## src/rtl/result_packer_pkg.sv

```systemverilog
`default_nettype none
// ============================================================================
//  Module   : result_pkg
//  Purpose  : Default widths for the result packer and the shared
//             round-half-up / saturate helper used on every accepted result.
//  Revision : 1.0  initial release
// ============================================================================
package result_pkg;

    localparam int ACC_W_DEF   = 24;
    localparam int OUT_W_DEF   = 16;
    localparam int DEPTH_DEF   = 8;
    localparam int VEC_LEN_DEF = 8;

    // Wide enough to hold any ACC_W plus the rounding bias without overflow.
    localparam int C_CALC_W = 64;

    typedef struct packed {
        logic                        sat;
        logic signed [C_CALC_W-1:0]  data;
    } quant_t;

    // Arithmetic right shift with half-up rounding, then clamp to a signed
    // out_w-bit range. acc must already be sign-extended to C_CALC_W bits.
    function automatic quant_t quant_sat(
        input logic signed [C_CALC_W-1:0] acc,
        input logic        [4:0]          shift,
        input int                         out_w
    );
        quant_t                     r;
        logic signed [C_CALC_W-1:0] v;
        logic signed [C_CALC_W-1:0] hi;
        logic signed [C_CALC_W-1:0] lo;
        v = acc;
        if (shift != 5'd0) begin
            v = (acc + (64'sd1 <<< (shift - 5'd1))) >>> shift;
        end
        hi     = (64'sd1 <<< (out_w - 1)) - 64'sd1;
        lo     = -(64'sd1 <<< (out_w - 1));
        r.sat  = 1'b0;
        r.data = v;
        if (v > hi) begin
            r.data = hi;
            r.sat  = 1'b1;
        end else if (v < lo) begin
            r.data = lo;
            r.sat  = 1'b1;
        end
        return r;
    endfunction

endpackage
`default_nettype wire

```

## src/rtl/result_packer_if.sv

```systemverilog
`default_nettype none
// ============================================================================
//  Module   : result_packer_if
//  Purpose  : Upstream result handshake plus downstream packed-word stream.
//             master = environment side, slave = packer side.
//  Revision : 1.0  initial release
// ============================================================================
interface result_packer_if #(
    parameter int ACC_W = 24,
    parameter int OUT_W = 16
);
    logic             in_valid;
    logic             in_ready;
    logic [ACC_W-1:0] in_data;
    logic             m_valid;
    logic             m_ready;
    logic [OUT_W-1:0] m_data;
    logic             m_last;

    modport master (
        output in_valid, in_data, m_ready,
        input  in_ready, m_valid, m_data, m_last
    );

    modport slave (
        input  in_valid, in_data, m_ready,
        output in_ready, m_valid, m_data, m_last
    );
endinterface
`default_nettype wire

```

## src/rtl/result_packer_fifo.sv

```systemverilog
`default_nettype none
// ============================================================================
//  Module   : result_fifo
//  Purpose  : Single-clock synchronous FIFO with occupancy count. Head word
//             is presented combinationally from storage, zero when empty.
//  Revision : 1.0  initial release
// ============================================================================
module result_fifo #(
    parameter int WIDTH = 17,
    parameter int DEPTH = 8
) (
    input  wire logic                       clk,
    input  wire logic                       rst,
    input  wire logic                       i_push,
    input  wire logic [WIDTH-1:0]           i_wdata,
    input  wire logic                       i_pop,
    output logic      [WIDTH-1:0]           o_rdata,
    output logic      [$clog2(DEPTH+1)-1:0] o_count
);
    localparam int PTR_W = $clog2(DEPTH);
    localparam int CNT_W = $clog2(DEPTH + 1);

    logic [WIDTH-1:0] r_mem_q [DEPTH];
    logic [WIDTH-1:0] w_mem_d [DEPTH];
    logic [PTR_W-1:0] r_wptr_q, w_wptr_d;
    logic [PTR_W-1:0] r_rptr_q, w_rptr_d;
    logic [CNT_W-1:0] r_count_q, w_count_d;
    logic             w_do_push;
    logic             w_do_pop;

    // Next-state for storage, pointers and count; pointers wrap naturally.
    always_comb begin
        w_do_push = i_push && (r_count_q != CNT_W'(DEPTH));
        w_do_pop  = i_pop && (r_count_q != '0);
        w_mem_d   = r_mem_q;
        w_wptr_d  = r_wptr_q;
        w_rptr_d  = r_rptr_q;
        w_count_d = r_count_q;
        if (w_do_push) begin
            w_mem_d[r_wptr_q] = i_wdata;
            w_wptr_d          = r_wptr_q + PTR_W'(1);
        end
        if (w_do_pop) begin
            w_rptr_d = r_rptr_q + PTR_W'(1);
        end
        case ({w_do_push, w_do_pop})
            2'b10:   w_count_d = r_count_q + CNT_W'(1);
            2'b01:   w_count_d = r_count_q - CNT_W'(1);
            default: w_count_d = r_count_q;
        endcase
    end

    // Storage needs no reset: it is never observed while the count is zero.
    always_ff @(posedge clk) begin
        r_mem_q <= w_mem_d;
    end

    // Control state register.
    always_ff @(posedge clk) begin
        if (rst) begin
            r_wptr_q  <= '0;
            r_rptr_q  <= '0;
            r_count_q <= '0;
        end else begin
            r_wptr_q  <= w_wptr_d;
            r_rptr_q  <= w_rptr_d;
            r_count_q <= w_count_d;
        end
    end

    assign o_rdata = (r_count_q != '0) ? r_mem_q[r_rptr_q] : '0;
    assign o_count = r_count_q;

endmodule
`default_nettype wire

```

## src/rtl/result_packer.sv

```systemverilog
`default_nettype none
// ============================================================================
//  Module   : result_packer
//  Purpose  : Quantizes accumulator results (round half up, saturate), tags
//             vector boundaries and buffers packed words toward downstream.
//  Revision : 1.0  initial release
// ============================================================================
module result_packer
    import result_pkg::*;
#(
    parameter int ACC_W   = ACC_W_DEF,
    parameter int OUT_W   = OUT_W_DEF,
    parameter int DEPTH   = DEPTH_DEF,
    parameter int VEC_LEN = VEC_LEN_DEF
) (
    input  wire logic       clk,
    input  wire logic       rst,
    result_packer_if.slave  bus,
    input  wire logic [4:0] quant_shift,
    input  wire logic       clear_sat,
    output logic            sat_flag
);
    localparam int CNT_W = $clog2(DEPTH + 1);
    localparam int VEC_W = (VEC_LEN > 1) ? $clog2(VEC_LEN) : 1;

    logic [CNT_W-1:0]           w_count;
    logic                       w_accept;
    logic                       w_xfer;
    logic signed [C_CALC_W-1:0] w_acc_ext;
    quant_t                     w_q;
    logic                       w_hi_ovf;
    logic                       w_sat_hit;
    logic                       w_last;
    logic [OUT_W:0]             w_fifo_wdata;
    logic [OUT_W:0]             w_fifo_rdata;
    logic [VEC_W-1:0]           r_vec_q, w_vec_d;
    logic                       r_sat_q, w_sat_d;

    // Handshake status comes only from the registered FIFO count.
    assign bus.in_ready = (w_count < CNT_W'(DEPTH));
    assign bus.m_valid  = (w_count != '0);
    assign w_accept     = bus.in_valid && bus.in_ready;
    assign w_xfer       = bus.m_valid && bus.m_ready;

    // Quantize the incoming result at the full calculation width.
    assign w_acc_ext = {{(C_CALC_W-ACC_W){bus.in_data[ACC_W-1]}}, bus.in_data};
    assign w_q       = quant_sat(w_acc_ext, quant_shift, OUT_W);

    // After clamping, bits above OUT_W-1 are pure sign extension; any other
    // pattern would wrap on truncation, so it is treated as saturation too.
    assign w_hi_ovf  = !((&w_q.data[C_CALC_W-1:OUT_W-1]) || !(|w_q.data[C_CALC_W-1:OUT_W-1]));
    assign w_sat_hit = w_q.sat || w_hi_ovf;

    assign w_last       = (r_vec_q == VEC_W'(VEC_LEN - 1));
    assign w_fifo_wdata = {w_last, w_q.data[OUT_W-1:0]};

    // Vector position and sticky saturation; a same-cycle clamp beats clear.
    always_comb begin
        w_vec_d = r_vec_q;
        w_sat_d = r_sat_q;
        if (w_accept) begin
            w_vec_d = w_last ? '0 : r_vec_q + VEC_W'(1);
        end
        if (clear_sat) begin
            w_sat_d = 1'b0;
        end
        if (w_accept && w_sat_hit) begin
            w_sat_d = 1'b1;
        end
    end

    // Vector counter and saturation flag registers.
    always_ff @(posedge clk) begin
        if (rst) begin
            r_vec_q <= '0;
            r_sat_q <= 1'b0;
        end else begin
            r_vec_q <= w_vec_d;
            r_sat_q <= w_sat_d;
        end
    end

    result_fifo #(
        .WIDTH (OUT_W + 1),
        .DEPTH (DEPTH)
    ) u_fifo (
        .clk     (clk),
        .rst     (rst),
        .i_push  (w_accept),
        .i_wdata (w_fifo_wdata),
        .i_pop   (w_xfer),
        .o_rdata (w_fifo_rdata),
        .o_count (w_count)
    );

    assign {bus.m_last, bus.m_data} = w_fifo_rdata;
    assign sat_flag = r_sat_q;

endmodule
`default_nettype wire

```

## src/flat_wrapper.sv

```systemverilog
// flat-port wrapper written by rule: the top's interface ports become plain ports
module result_packer_flat import result_pkg::*;
#(
    parameter int ACC_W   = ACC_W_DEF,
    parameter int OUT_W   = OUT_W_DEF,
    parameter int DEPTH   = DEPTH_DEF,
    parameter int VEC_LEN = VEC_LEN_DEF
)
  (clk, rst, quant_shift, clear_sat, sat_flag, bus_in_valid, bus_in_data, bus_m_ready, bus_in_ready, bus_m_valid, bus_m_data, bus_m_last);
  result_packer_if #(.ACC_W(ACC_W), .OUT_W(OUT_W)) bus_i ();
  input  wire logic clk;
  input  wire logic rst;
  input  wire logic [4:0] quant_shift;
  input  wire logic clear_sat;
  output logic sat_flag;
  input wire logic [$bits(bus_i.in_valid)-1:0] bus_in_valid;
  input wire logic [$bits(bus_i.in_data)-1:0] bus_in_data;
  input wire logic [$bits(bus_i.m_ready)-1:0] bus_m_ready;
  output wire logic [$bits(bus_i.in_ready)-1:0] bus_in_ready;
  output wire logic [$bits(bus_i.m_valid)-1:0] bus_m_valid;
  output wire logic [$bits(bus_i.m_data)-1:0] bus_m_data;
  output wire logic [$bits(bus_i.m_last)-1:0] bus_m_last;
  assign bus_i.in_valid = bus_in_valid;
  assign bus_i.in_data = bus_in_data;
  assign bus_i.m_ready = bus_m_ready;
  assign bus_in_ready = bus_i.in_ready;
  assign bus_m_valid = bus_i.m_valid;
  assign bus_m_data = bus_i.m_data;
  assign bus_m_last = bus_i.m_last;
  result_packer #(.ACC_W(ACC_W), .OUT_W(OUT_W), .DEPTH(DEPTH), .VEC_LEN(VEC_LEN)) u_core (.clk(clk), .rst(rst), .bus(bus_i), .quant_shift(quant_shift), .clear_sat(clear_sat), .sat_flag(sat_flag));
endmodule
```

## config.mk

```make
export PLATFORM = sky130hd
export DESIGN_NAME = result_packer_flat
export DESIGN_NICKNAME = d
export VERILOG_FILES = /design/src/rtl/result_packer_pkg.sv /design/src/rtl/result_packer_if.sv /design/src/rtl/result_packer_fifo.sv /design/src/rtl/result_packer.sv /design/src/flat_wrapper.sv
export SDC_FILE = /design/constraint.sdc
export NUM_CORES = 1
export LEC_CHECK = 0
export CAP_MARGIN = 10
export CELL_PAD_IN_SITES_DETAIL_PLACEMENT = 0
export CELL_PAD_IN_SITES_GLOBAL_PLACEMENT = 1
export CORE_ASPECT_RATIO = 1.25
export CORE_MARGIN = 2
export CORE_UTILIZATION = 48
export CTS_CLUSTER_SIZE = 16
export DETAILED_ROUTE_END_ITERATION = 7
export PLACE_DENSITY = 0.78
export SETUP_SLACK_MARGIN = 0.1
export SLEW_MARGIN = 30
export SYNTH_ARGS = -nofsm -noshare
export SYNTH_HDL_FRONTEND = slang
export SYNTH_HIERARCHICAL = 1
export SYNTH_SLANG_ARGS = --single-unit
```

## constraint.sdc

```tcl
create_clock -name clk -period 16.5 [get_ports clk]
set_clock_uncertainty 0.2 [all_clocks]
set_input_delay 3.3 -clock clk [delete_from_list [all_inputs] [get_ports clk]]
set_output_delay 3.3 -clock clk [all_outputs]
set_load 0.02 [all_outputs]
```

Word-level counts from Yosys, hierarchy flattened

Cells that the tools add are included.

Equality and inequality tests: 4
Multiply operators: 0
Mux-type cells: 14
Reduce and logical (&&, ||, !) cells: 16
Shifts and indexed selects: 2
Bitwise operators: 2
$add $sub $neg: 7
$lt $le $gt $ge: 6
Divide/modulo/power cells: 0

Operator list:

| kind                  | number |
|---|---|
| $bwmux 136            | 1 |
| $mux 65               | 2 |
| $mux 17               | 4 |
| $add 24x64->64        | 1 |
| $gt 64x16->1 const B  | 1 |
| $lt 64x16->1 const B  | 1 |
| $mux 64               | 1 |
| $sshl 2x5->64 const A | 1 |
| $sshr 64x5->64        | 1 |
| $bmux 17 s3           | 1 |
| $demux 17 s3          | 1 |
| $reduce_and 49->1     | 1 |
| $reduce_or 49->1      | 1 |
| $add 3x1->3 const B   | 3 |
| $ge 4x4->1 const B    | 2 |
| $not 3->4             | 2 |
| $pmux 4 s2            | 1 |
| $logic_and 1x1->1     | 6 |
| $reduce_bool 5->1     | 1 |
| $sub 5x1->5 const B   | 1 |
| $add 4x1->4 const B   | 1 |
| $lt 4x1->1 const B    | 1 |
| $lt 4x4->1 const B    | 1 |
| $ne 4x4->1 const B    | 1 |
| other kinds (10)      | 14 |

Output and inout port bits: 20
Memory bits (read-only): 0
Memories: 0
Register bits: 150
Bits in latches: 0
Memory bits (writable): 0

Depth between registers and ports, before layout

Depth after elaboration: 15
Depth in mapped cells: 34

Cells and area by module

The synthesis kept the hierarchy.

Modules (own cells, without submodules):

| module        | cells an instance | times used | seq. area each (sq um) | area an instance (sq um) |
|---|---|---|---|---|
| result_packer | 1,189             | 1          | 80.1                   | 7,526.0 |
| result_fifo   | 284               | 1          | 4,284.1                | 5,789.3 |

Least setup slack after synthesis

OpenSTA, ideal clock, no wires.

Path type: input-to-reg
Start point: input quant_shift[0]
End point: register u_core.r_sat_q, in the netlist u_core/sat_flag
Data arrival time: 10.194 ns
Slack: 5.987 ns
Cell stages on the path: 29
Path buffers: 8
Library setup time: 0.119 ns
Cell sequence: buf_2 inv_1 buf_1 clkbuf_1 clkbuf_1 buf_1 clkbuf_1 nor4_1 ha_1 buf_2 nand4_1 or2_1 a211oi_1 mux2i_1 nand2_2 a221oi_1 nand4_1 o32a_1 or4b_1 nor4b_2 nand4_1 ha_1 clkbuf_1 nand2_1 a21oi_1 a2111oi_0 o21ai_0 a211o_1 o221a_1

Cells in the longest elaborated chain, start to end: 15

RTL lines:

| element                                            | line                    | text |
|---|---|---|
| from (decl)                                        | flat_wrapper.sv:13      | `input wire logic [4:0] quant_shift;` |
| $sub 5x1->5                                        | result_packer_pkg.sv:36 | `v = (acc + (64'sd1 <<< (shift - 5'd1))) >>> shift;` |
| $sshl 2x5->64                                      | result_packer_pkg.sv:36 |  |
| $add 24x64->64                                     | result_packer_pkg.sv:36 |  |
| $sshr 64x5->64                                     | result_packer_pkg.sv:36 |  |
| $mux 64 (*)                                        | result_packer_pkg.sv:35 | `if (shift != 5'd0) begin` |
| $lt 64x16->1                                       | result_packer_pkg.sv:45 | `end else if (v < lo) begin` |
| $mux 65                                            | result_packer_pkg.sv:45 |  |
| $mux 65 (*)                                        | result_packer_pkg.sv:42 | `if (v > hi) begin` |
| $reduce_or 49->1                                   | result_packer.sv:51     | `assign w_hi_ovf = !((&w_q.data[C_CALC_W-1:OUT_W-1]) \|\| !(\|w_q.data[C_CALC_W-1:OUT_W-1]));` |
| $logic_not 1->1                                    | result_packer.sv:51     |  |
| $logic_or 1x1->1                                   | result_packer.sv:51     |  |
| $logic_not 1->1                                    | result_packer.sv:51     |  |
| $logic_or 1x1->1 (*)                               | result_packer.sv:52     | `assign w_sat_hit = w_q.sat \|\| w_hi_ovf;` |
| $logic_and 1x1->1 (*)                              | result_packer.sv:67     | `if (w_accept && w_sat_hit) begin` |
| $mux 1 / $reduce_bool 2->1 (equally long branches) | --                      |  |
| to (signal assigned)                               | result_packer.sv:79     | `r_sat_q <= w_sat_d;` |
| to (decl)                                          | result_packer.sv:37     | `logic r_sat_q, w_sat_d;` |

Mark *: on every way between the ends. The rest lies on a longest branch, timed or not.
A chain may end at the register's enable or synchronous reset.

Worst setup path after layout

Start point: input quant_shift[3]
End point: register u_core.r_sat_q, in the netlist u_core/sat_flag

The elaborated chain is that of the path after synthesis.

==> metrics.cfg <==
[outcome]
status = finished clean

[pwr]
powerDensity_nw_per_um2 = 98.7
p_leak_nw = 5.10
p_sw_mw = 0.481
max-vdd-ir-drop_uv = 79.0
p_sw_share_pct = 33.1
pwr-share-clk_pct = 31.2
power.share.sequential_pct = 32.7
p_int_mw = 0.971
p_comb_share_pct = 36.0

[yosys]
syn_inst = 1473
synth_area_sq_um = 13300
synth.ff_latch_count = 150
synthFlopType = edfxtp_1
yosysWarnings = 6
synth_top_area_share_pct = 30.7
ys_types = 105
syn-num-nets = 1550
synthMostInstantiatedCell = nor2_1
synth_seq_area_share_pct = 32.8
synth_common_cells = nor2_1, nand2_1, edfxtp_1, a21oi_1, o21ai_0
yosys.area.top_type = edfxtp_1
synthArstFlopShare_pct = 0
synth_edf_count = 136
syn_avg_cell_area_sq_um = 9.04
synthTopCellsByArea = edfxtp_1, mux4_2, nor2_1

[grt]
grt_overflow_total = 0
grt_pass1_wl_microns = 79300
antenna_found_initial = 1
first_global_vias = 12500
grt.total_usage_pct = 35.9
grt_max_degree = 63

[placement]
gp_congestion = 1.05
post-place-ws_ns = 4.00
io_buffers = 53
dp.final_hpwl_microns = 39400

[routing]
wl_per_cell_microns = 29.1
drc = 0
ant_nets = 0
firstDrtPassIters = 6
drt_wl_total_microns = 53100
vias = 13000
vias_per_cell = 7.12
dr.first_iter.drc_count = 1217

[cts]
clkLatencyLatePin_ns = 0.46
cts_tree = built
cts_hold_buffers = 0
h-tree-depth = 4
cts_buffers = 25
cts.clk_slew.worst_paths_ns = 0.05
max-clock-path-buffers = 3
cts.sinks = 150
root_buffer = clkbuf_16
cts_setup_buffers = 0
cts_resized = 0

[cells_and_area]
diodes = 0
layout-drive-gt1-share_pct = 12.5
area_growth_syn_to_layout_pct = 10.4
final_nets = 1547

[min_path]
hp-class = register to register

[sta]
fin_crit_sh_pct = 74.2
tns_ns = 0
max_freq_mhz = 81.7
worst_pin_slew_ns = 1.00
slew_headroom_pct = 32.7
fin_ws_ns = 4.26
grt_setup_unrepaired = false
maxSlewViolCount = 0
setup_viol = 0
layout_min_cycle_time_ns = 12.24
final_hold_viol_count = 0

[setup_path]
critical_path.max_fanout = 56
crit_type = primary input to register
end_kind = register
critical-path-slowest-cell = nor3_1
crit_buf_inv = 5
crit_path_start_kind = primary input
cp.arrival_ns = 12.38
critPathMaxStageDelay_ns = 0.85
crit_family = compound AO/OA/AOI/OAI gates
required_ns = 16.64

[floorplanning]
start_util_pct = 48.5
io_pins = 54
die_y_microns = 190
die-width_microns = 153
die-area_sq_um = 29100
core_sq_um = 27500
row_count = 68

[flow_run]
max_cap_violations = 0

## per-layer routing
layer	wire [microns]	track usage, %	up-vias	part of all wire (%)
met2	26000	62.1	797	49
met3	3720	3.91	249	7.0
li1	-	-	5696	-
met4	4330	24.3	0	8.1
met5	0	0	-	0
met1	19100	42.1	6252	36
## power by group through the flow
stage	Combinational (mW)	Clock (mW)	Sequential (mW)
after floorplan	0.351	0	0.478
after global placement	0.512	0	0.480
after detailed placement	0.514	0	0.482
after CTS	0.517	0.461	0.475
after global routing	0.557	0.478	0.478
final	0.523	0.454	0.475
## kinds of logic after synthesis
logic type                 Yosys count  share of synthesized area [%]
muxes                              115                           12.9
buffers and inverters              134                           4.78
adders and majority gates           43                           4.10
DFF                                150                           32.8
xor gates and xnor gates            28                           1.84
and+or+nand+nor                    569                           20.5
AOI/OAI and AO/OA                  434                           23.2
## placed cells by master, fill, tap and decap left out, types with 11 or more instances in the layout
cell type        instances
o21a_1                  18
xor2_1                  13
o211ai_1                28
mux4_2                  43
o22ai_1                 15
nor3_1                  35
nand4_1                 30
a211oi_1                28
clkdlybuf4s50_1         48
o221ai_1                14
mux2i_1                 63
a21o_1                  12
nand2b_1                11
a31oi_1                 17
o21ai_0                 81
clkbuf_16               25
nor2_1                 179
xnor2_1                 15
nand3_1                 37
inv_1                   19
edfxtp_1               136
buf_4                   30
dfxtp_1                 13
nand2_1                160
a21oi_1                 87
ha_1                    42
and3_1                  15
nor4_1                  13
## path summary, 6_finish.rpt
path                                               from                                     to  slack [ns]  cells after the start
setup / recovery                         quant_shift[3]           u_core/sat_flag$_SDFFE_PP0P_        4.26                     28
hold / removal           u_core/r_vec_q[1]$_SDFFE_PP0P_         u_core/r_vec_q[1]$_SDFFE_PP0P_        0.26                      2
setup reg to reg  u_core/u_fifo/o_count[1]$_SDFFE_PP0P_  u_core/u_fifo/o_count[3]$_SDFFE_PP0P_       13.41                      7
hold reg to reg          u_core/r_vec_q[1]$_SDFFE_PP0P_         u_core/r_vec_q[1]$_SDFFE_PP0P_        0.26                      2
## per-stage QoR
| stage | hold WS (ns) | total power, mW | cell area, sq um | util [%] | instances |
|---|---|---|---|---|---|
| floorplan | 0.234 | 0.829 | 13300 | - | 1473 |
| finish | 0.262 | 1.45 | 14700 | 53.5 | 1826 |
| global route | 0.283 | 1.51 | 14700 | 53.5 | 1826 |
| detailed placement | 0.256 | 0.997 | 14000 | 50.8 | 1793 |
| global placement | 0.247 | 0.992 | 14000 | 50.8 | 1793 |
| CTS | 0.263 | 1.45 | 14700 | 53.4 | 1826 |
## worst reg2reg max path: cells and delay by family (launching register included)
family | cells | cell delay (ns)
simple gates | 4 | 1.47
mux | 1 | 0.37
flops | 1 | 0.40
fa+ha+maj | 1 | 0.39
compound gates | 1 | 0.16
## final cells by class
cell class              instances  area [sq um]
repair buffers                 83           731
well taps                     350           438
clock buffers                  26           639
flip-flops and latches        150          4370
inverters                      21          78.8
clock inverters                 7          81.3
multi-input cells            1189          8370
fillers                      2506         12800
## registers in the layout, summed over array words and instances, names as in the netlist
| signal | flops |
|---|---|
| u_core/sat_flag | 1 |
| u_core/u_fifo/r_mem_q | 136 |
| u_core/r_vec_q | 3 |
| u_core/u_fifo/r_rptr_q | 3 |
| u_core/u_fifo/r_wptr_q | 3 |
| u_core/u_fifo/o_count | 4 |
Note: power is estimated with default switching activity, not from simulation.
